### src/rtl/cla_pkg.sv
// Shared definitions for the pipelined carry-lookahead adder.
package cla_pkg;

    // Widest carry vector the lookahead helper can expand (groups or bits per group).
    localparam int MAXN = 32;

    // Number of lookahead groups for a given operand width and group size.
    function automatic int cla_ng(input int w, input int blk);
        return w / blk;
    endfunction

    // Full lookahead expansion: c[k+1] = g[k] | p[k]g[k-1] | ... | p[k..0]cin.
    // Each carry is built as an independent sum of products, not chained from
    // the previous carry. Only the low n+1 carries are meaningful.
    function automatic logic [MAXN:0] cla_carries(input logic [MAXN-1:0] g,
                                                  input logic [MAXN-1:0] p,
                                                  input logic            cin,
                                                  input int              n);
        logic [MAXN:0] c;
        logic          term_p;
        c    = '0;
        c[0] = cin;
        for (int k = 0; k < MAXN; k++) begin
            if (k < n) begin
                c[k+1] = g[k];
                term_p = p[k];
                for (int j = k - 1; j >= 0; j--) begin
                    c[k+1] = c[k+1] | (term_p & g[j]);
                    term_p = term_p & p[j];
                end
                c[k+1] = c[k+1] | (term_p & cin);
            end
        end
        return c;
    endfunction

endpackage

### src/rtl/cla_adder_pipe_group.sv
// One BLK-bit lookahead group: group generate/propagate and the sum bits
// given the group's carry-in.
module cla_group
    import cla_pkg::*;
#(
    parameter int BLK = 4
) (
    input  logic [BLK-1:0] i_p,
    input  logic [BLK-1:0] i_g,
    input  logic           i_cin,
    output logic [BLK-1:0] o_sum,
    output logic           o_gg,
    output logic           o_gp
);

    logic [BLK-1:0]        w_c;
    logic                  w_unused_co;
    logic [MAXN-BLK-1:0]   w_unused_hi;
    logic [MAXN-BLK-1:0]   w_unused_hi0;
    logic [BLK-1:0]        w_unused_lo0;

    // Intra-group carries from the supplied group carry-in.
    always_comb begin
        {w_unused_hi, w_unused_co, w_c} = cla_carries(MAXN'(i_g), MAXN'(i_p), i_cin, BLK);
    end

    // Group generate is the group carry-out with a zero carry-in.
    always_comb begin
        {w_unused_hi0, o_gg, w_unused_lo0} = cla_carries(MAXN'(i_g), MAXN'(i_p), 1'b0, BLK);
    end

    assign o_sum = i_p ^ w_c;
    assign o_gp  = &i_p;

endmodule

### src/rtl/cla_adder_pipe.sv
// Two-stage pipelined carry-lookahead adder/subtractor with valid/ready.
// Stage 1 registers p/g and group GG/GP; stage 2 resolves group carries and sums.
module cla_adder_pipe
    import cla_pkg::*;
#(
    parameter int W   = 16,
    parameter int BLK = 4
) (
    input  logic         clk,
    input  logic         rst_n,
    input  logic         in_valid,
    output logic         in_ready,
    input  logic [W-1:0] in_a,
    input  logic [W-1:0] in_b,
    input  logic         in_cin,
    input  logic         in_sub,
    output logic         out_valid,
    input  logic         out_ready,
    output logic [W-1:0] out_sum,
    output logic         out_cout,
    output logic         out_ovf
);

    localparam int NG = cla_ng(W, BLK);

    if ((W % BLK) != 0 || W < BLK || NG >= MAXN || BLK >= MAXN) begin : g_bad_params
        $error("cla_adder_pipe: W must be a non-zero multiple of BLK within lookahead limits");
    end

    logic [W-1:0]        w_bsel;
    logic                w_c0;
    logic [W-1:0]        w_p;
    logic [W-1:0]        w_g;
    logic [NG-1:0]       w_gg;
    logic [NG-1:0]       w_gp;
    logic                w_s1_adv;
    logic                w_s2_adv;
    logic [NG:0]         w_gc;
    logic [MAXN-NG-1:0]  w_unused_ghi;
    logic [W-1:0]        w_sum;
    logic                w_ovf;
    logic [W-1:0]        w_unused_s1_sum;
    logic [NG-1:0]       w_unused_s2_gg;
    logic [NG-1:0]       w_unused_s2_gp;

    logic                r_s1_valid;
    logic [W-1:0]        r_p;
    logic [W-1:0]        r_g;
    logic [NG-1:0]       r_gg;
    logic [NG-1:0]       r_gp;
    logic                r_c0;
    logic                r_a_msb;
    logic                r_b_msb;

    // Subtraction is A + ~B + ~borrow.
    assign w_bsel = in_sub ? ~in_b : in_b;
    assign w_c0   = in_sub ? ~in_cin : in_cin;
    assign w_p    = in_a ^ w_bsel;
    assign w_g    = in_a & w_bsel;

    assign w_s2_adv = !out_valid || out_ready;
    assign w_s1_adv = !r_s1_valid || w_s2_adv;
    assign in_ready = w_s1_adv;

    for (genvar j = 0; j < NG; j++) begin : g_s1
        cla_group #(.BLK(BLK)) u_grp (
            .i_p   (w_p[j*BLK +: BLK]),
            .i_g   (w_g[j*BLK +: BLK]),
            .i_cin (1'b0),
            .o_sum (w_unused_s1_sum[j*BLK +: BLK]),
            .o_gg  (w_gg[j]),
            .o_gp  (w_gp[j])
        );
    end

    // Stage 1: capture propagate/generate terms when an operand beat is accepted.
    always_ff @(posedge clk or negedge rst_n) begin
        if (!rst_n) begin
            r_s1_valid <= 1'b0;
            r_p        <= '0;
            r_g        <= '0;
            r_gg       <= '0;
            r_gp       <= '0;
            r_c0       <= 1'b0;
            r_a_msb    <= 1'b0;
            r_b_msb    <= 1'b0;
        end else if (w_s1_adv) begin
            r_s1_valid <= in_valid;
            if (in_valid) begin
                r_p     <= w_p;
                r_g     <= w_g;
                r_gg    <= w_gg;
                r_gp    <= w_gp;
                r_c0    <= w_c0;
                r_a_msb <= in_a[W-1];
                r_b_msb <= w_bsel[W-1];
            end
        end
    end

    // Group-level carries, each expanded directly from c0 and the GG/GP terms.
    always_comb begin
        {w_unused_ghi, w_gc} = cla_carries(MAXN'(r_gg), MAXN'(r_gp), r_c0, NG);
    end

    for (genvar j = 0; j < NG; j++) begin : g_s2
        cla_group #(.BLK(BLK)) u_grp (
            .i_p   (r_p[j*BLK +: BLK]),
            .i_g   (r_g[j*BLK +: BLK]),
            .i_cin (w_gc[j]),
            .o_sum (w_sum[j*BLK +: BLK]),
            .o_gg  (w_unused_s2_gg[j]),
            .o_gp  (w_unused_s2_gp[j])
        );
    end

    assign w_ovf = (r_a_msb == r_b_msb) && (w_sum[W-1] != r_a_msb);

    // Stage 2: result register; holds while the consumer stalls.
    always_ff @(posedge clk or negedge rst_n) begin
        if (!rst_n) begin
            out_valid <= 1'b0;
            out_sum   <= '0;
            out_cout  <= 1'b0;
            out_ovf   <= 1'b0;
        end else if (w_s2_adv) begin
            out_valid <= r_s1_valid;
            if (r_s1_valid) begin
                out_sum  <= w_sum;
                out_cout <= w_gc[NG];
                out_ovf  <= w_ovf;
            end
        end
    end

endmodule

### config.mk
export PLATFORM = sky130hd
export DESIGN_NAME = cla_adder_pipe
export DESIGN_NICKNAME = d
export VERILOG_FILES = /design/src/rtl/cla_pkg.sv /design/src/rtl/cla_adder_pipe_group.sv /design/src/rtl/cla_adder_pipe.sv
export SDC_FILE = /design/constraint.sdc
export NUM_CORES = 1
export LEC_CHECK = 0
export CORE_UTILIZATION = 45
export CTS_CLUSTER_DIAMETER = 30
export DETAILED_ROUTE_END_ITERATION = 16
export GPL_ROUTABILITY_DRIVEN = 0
export PLACE_DENSITY = 0.71
export SYNTH_ARGS = -nofsm -noshare
export SYNTH_HDL_FRONTEND = slang
export SYNTH_SLANG_ARGS = --single-unit
### constraint.sdc
create_clock -name clk -period 2 [get_ports clk]
set_clock_uncertainty 0.15 [all_clocks]
set_input_delay 0.6 -clock clk [delete_from_list [all_inputs] [get_ports clk]]
set_output_delay 0.6 -clock clk [all_outputs]
set_load 0.05 [all_outputs]
==> summary.txt <==
status -> finished, final reports clean
H-tree levels -> 3
vias in the first global route -> 2265
pre-CTS setup slack -> -0.5671 ns
Final Power -> 5229 µW
TritonRoute pass-1 iters -> 4
CTS tree -> built
layout cells sized above 1 -> 0.3190
antenna fix cells -> 0
Routed WL -> 6587 µm
Global Route Usage Sum -> 0.2028
DRC errors left -> 0
area growth from synthesis to layout -> 46.56%
DR WL/cell -> 15.50 µm
fin util -> 0.6840
Final HPWL DP -> 4602 µm
Power Dens Cells -> 1197 mW/mm²
Die Wd -> 83.38 µm
CTS Buf Count -> 9
Post-synth ARST share -> 1.000
initial antenna violation count -> 0
remaining global-route overflow -> 0
Worst-Skew Late Latency -> 0.34 ns
number of core rows -> 29
critical path peak fanout -> 2
Final ANT Viol Nets -> 0
Slew Limit Fails -> 0
height of the die -> 83.38 µm
first-pass GRT wire length -> 10920 µm
count leader, synth -> dfrtp_1
Post-DP Area -> 0.004089 mm²
Num Clock Sinks -> 59
core area -> 0.006386 mm²
Max Cap Viol -> 0
cell taking the most area after synthesis -> dfrtp_1
commonest cells in the netlist -> dfrtp_1 (59), mux2_2 (34), nand2_1 (24), xor2_1 (24), o21ai_0 (22)
drt initial violations -> 93
Worst-Margin Slew -> 0.3397 ns
area share of the largest cell type after synthesis -> 0.4954
via/cell ratio -> 5.334
Startpoint Class -> input port
Final Setup Violations -> 0
Yosys cell types -> 30
post-route setup slack -> 0.01640 ns
Primary FF master, synth -> dfrtp_1
number of synthesized flops with an enable pin -> 0
Mean Syn Cell Area -> 11.60 µm²
final non-filler cell area -> 0.004368 mm²
Hold Fails Final Rpt -> 0
#FFs+latches synth -> 59
hold_ws -> 0.1082 ns
via count -> 2267
IO Count -> 58
Mapped Cells -> 257
Max Fclk -> 0.5041 GHz
Worst Setup End Kind -> flip-flop
synth top area cells -> dfrtp_1 (50%), mux2_2 (13%), ha_1 (8.4%)
IO buf count -> 57
crit share post-route -> 0.9918
cts hold-fix bufs -> 0
clock buffer depth -> 2
time the worst path needs with I/O delays and setup -> 1.984 ns
Hold Crit Class -> input port to async pin
Worst EP arrival -> 2.06 ns
largest net degree at the start of global routing -> 60
Clk pin slew, worst setup/hold paths -> 0.07 ns
Leakage -> 0.002082 µW
worst vdd ir -> 1.087 mV
Initial Util -> 0.4667
Syn Nets -> 315
Max transition margin -> 0.7731
Syn Std Cell Area -> 0.002980 mm²
clk root buf -> clkbuf_8
register area share after synthesis -> 0.4954
CP required -> 2.07 ns
fill count -> 478
nets@finish -> 402
Yosys warnings -> 0
worst setup path category -> input port to flip-flop
die area -> 0.006952 mm²
[layout make-up]
type / count / area [µm²] / area share
Sequential cell: 59 / 1478 / 0.3383
Multi-Input combinational cell: 187 / 1521 / 0.3483
Inverter: 1 / 3.754 / 0.0008594
Clock buffer: 13 / 168.9 / 0.03867
Timing Repair Buffer: 86 / 1065 / 0.2438
Tap cell: 77 / 96.34 / 0.02206
Clock inverter: 2 / 35.03 / 0.008021
[logic make-up after synthesis]
family                     count (synthesis)  share of synthesized area
buffers and inverters                     11                    0.01469
DFF                                       59                     0.4954
adders and majority gates                 20                    0.08396
xor gates and xnor gates                  28                    0.08228
muxes                                     34                     0.1285
and+or+nand+nor                           46                    0.07305
AOI/OAI and AO/OA                         59                     0.1222
[per-stage QoR]
step	std cells	TNS, ns
final	425	0
after global routing	425	-0.06053
after CTS	424	0
after detailed placement	406	-13.21
after global placement	406	-12.13
after floorplan	257	-5.790
[metal layers]
metal  global-route usage  share of wire  vias up
li1                     -              -     1092
met1               0.2589           0.45     1121
met2               0.3361           0.51       42
met3              0.03579          0.025       12
met4              0.09248          0.020        0
met5                    0              0        -
[final timing paths]
check                      slack (ns)         end  depth (start not counted)    start
max                              0.02     r_gg[2]                          7  in_b[9]
min in group clk                 0.34     r_gp[2]                          2  r_gp[2]
min reg2reg                      0.34     r_gp[2]                          2  r_gp[2]
max reg2reg                      0.12     out_ovf                          5  r_gg[1]
min                              0.11  out_sum[8]                          2    rst_n
max in group asynchronous        1.32     r_g[14]                          2    rst_n
[worst max-delay path, cell delays in order]
cell and delay [ns]:
clkdlybuf4s50_1 0.48, xor2_1 0.17, ha_1 0.27, a21o_1 0.18, a21o_1 0.18, a21oi_2 0.11
o21ai_1 0.06
[state kept, by name, indices dropped and copies added (netlist names), 4 cells and up]
| register | cells |
|---|---|
| r_gg | 4 |
| out_sum | 16 |
| r_p | 16 |
| r_g | 12 |
| r_gp | 4 |
[where the power goes]
group	internal, µW	switching, µW	total [µW]
clock network	670	464	1130
registers	1510	324	1830
logic	1190	1070	2260
total	3370	1860	5230
[cells in the final DEF, fill, tap and decap left out, types with 2 or more instances in the layout]
master           Yosys  routed
dlymetal6s2s_1       0       2
nor2_1               7       7
a21o_1              12      12
mux2_2              34      22
a311o_1              2       2
buf_4                0      24
xnor2_1              4       4
a21oi_1             13      10
and2_1               2       2
clkdlybuf4s50_1      0      32
o21ai_0             22      18
nand2_1             24      23
o21ai_1              0       4
xor2_1              24      24
mux2_4               0      12
clkbuf_8             0      12
nand4_1              4       4
o211ai_1             2       2
ha_1                20      19
a21oi_2              1       4
buf_12               0      24
nand2b_1             3       3
a31oi_1              3       3
dfrtp_1             59      58
[repair_timing]
item / CTS / global route
setup buffers: 2 / 1
gates cloned: 1 / 0
endpoints found under the setup margin: 14 / 6
pin swaps: 1 / 12
resized for setup: 6 / 9
No activity file was read; power rests on OpenSTA's default activity.
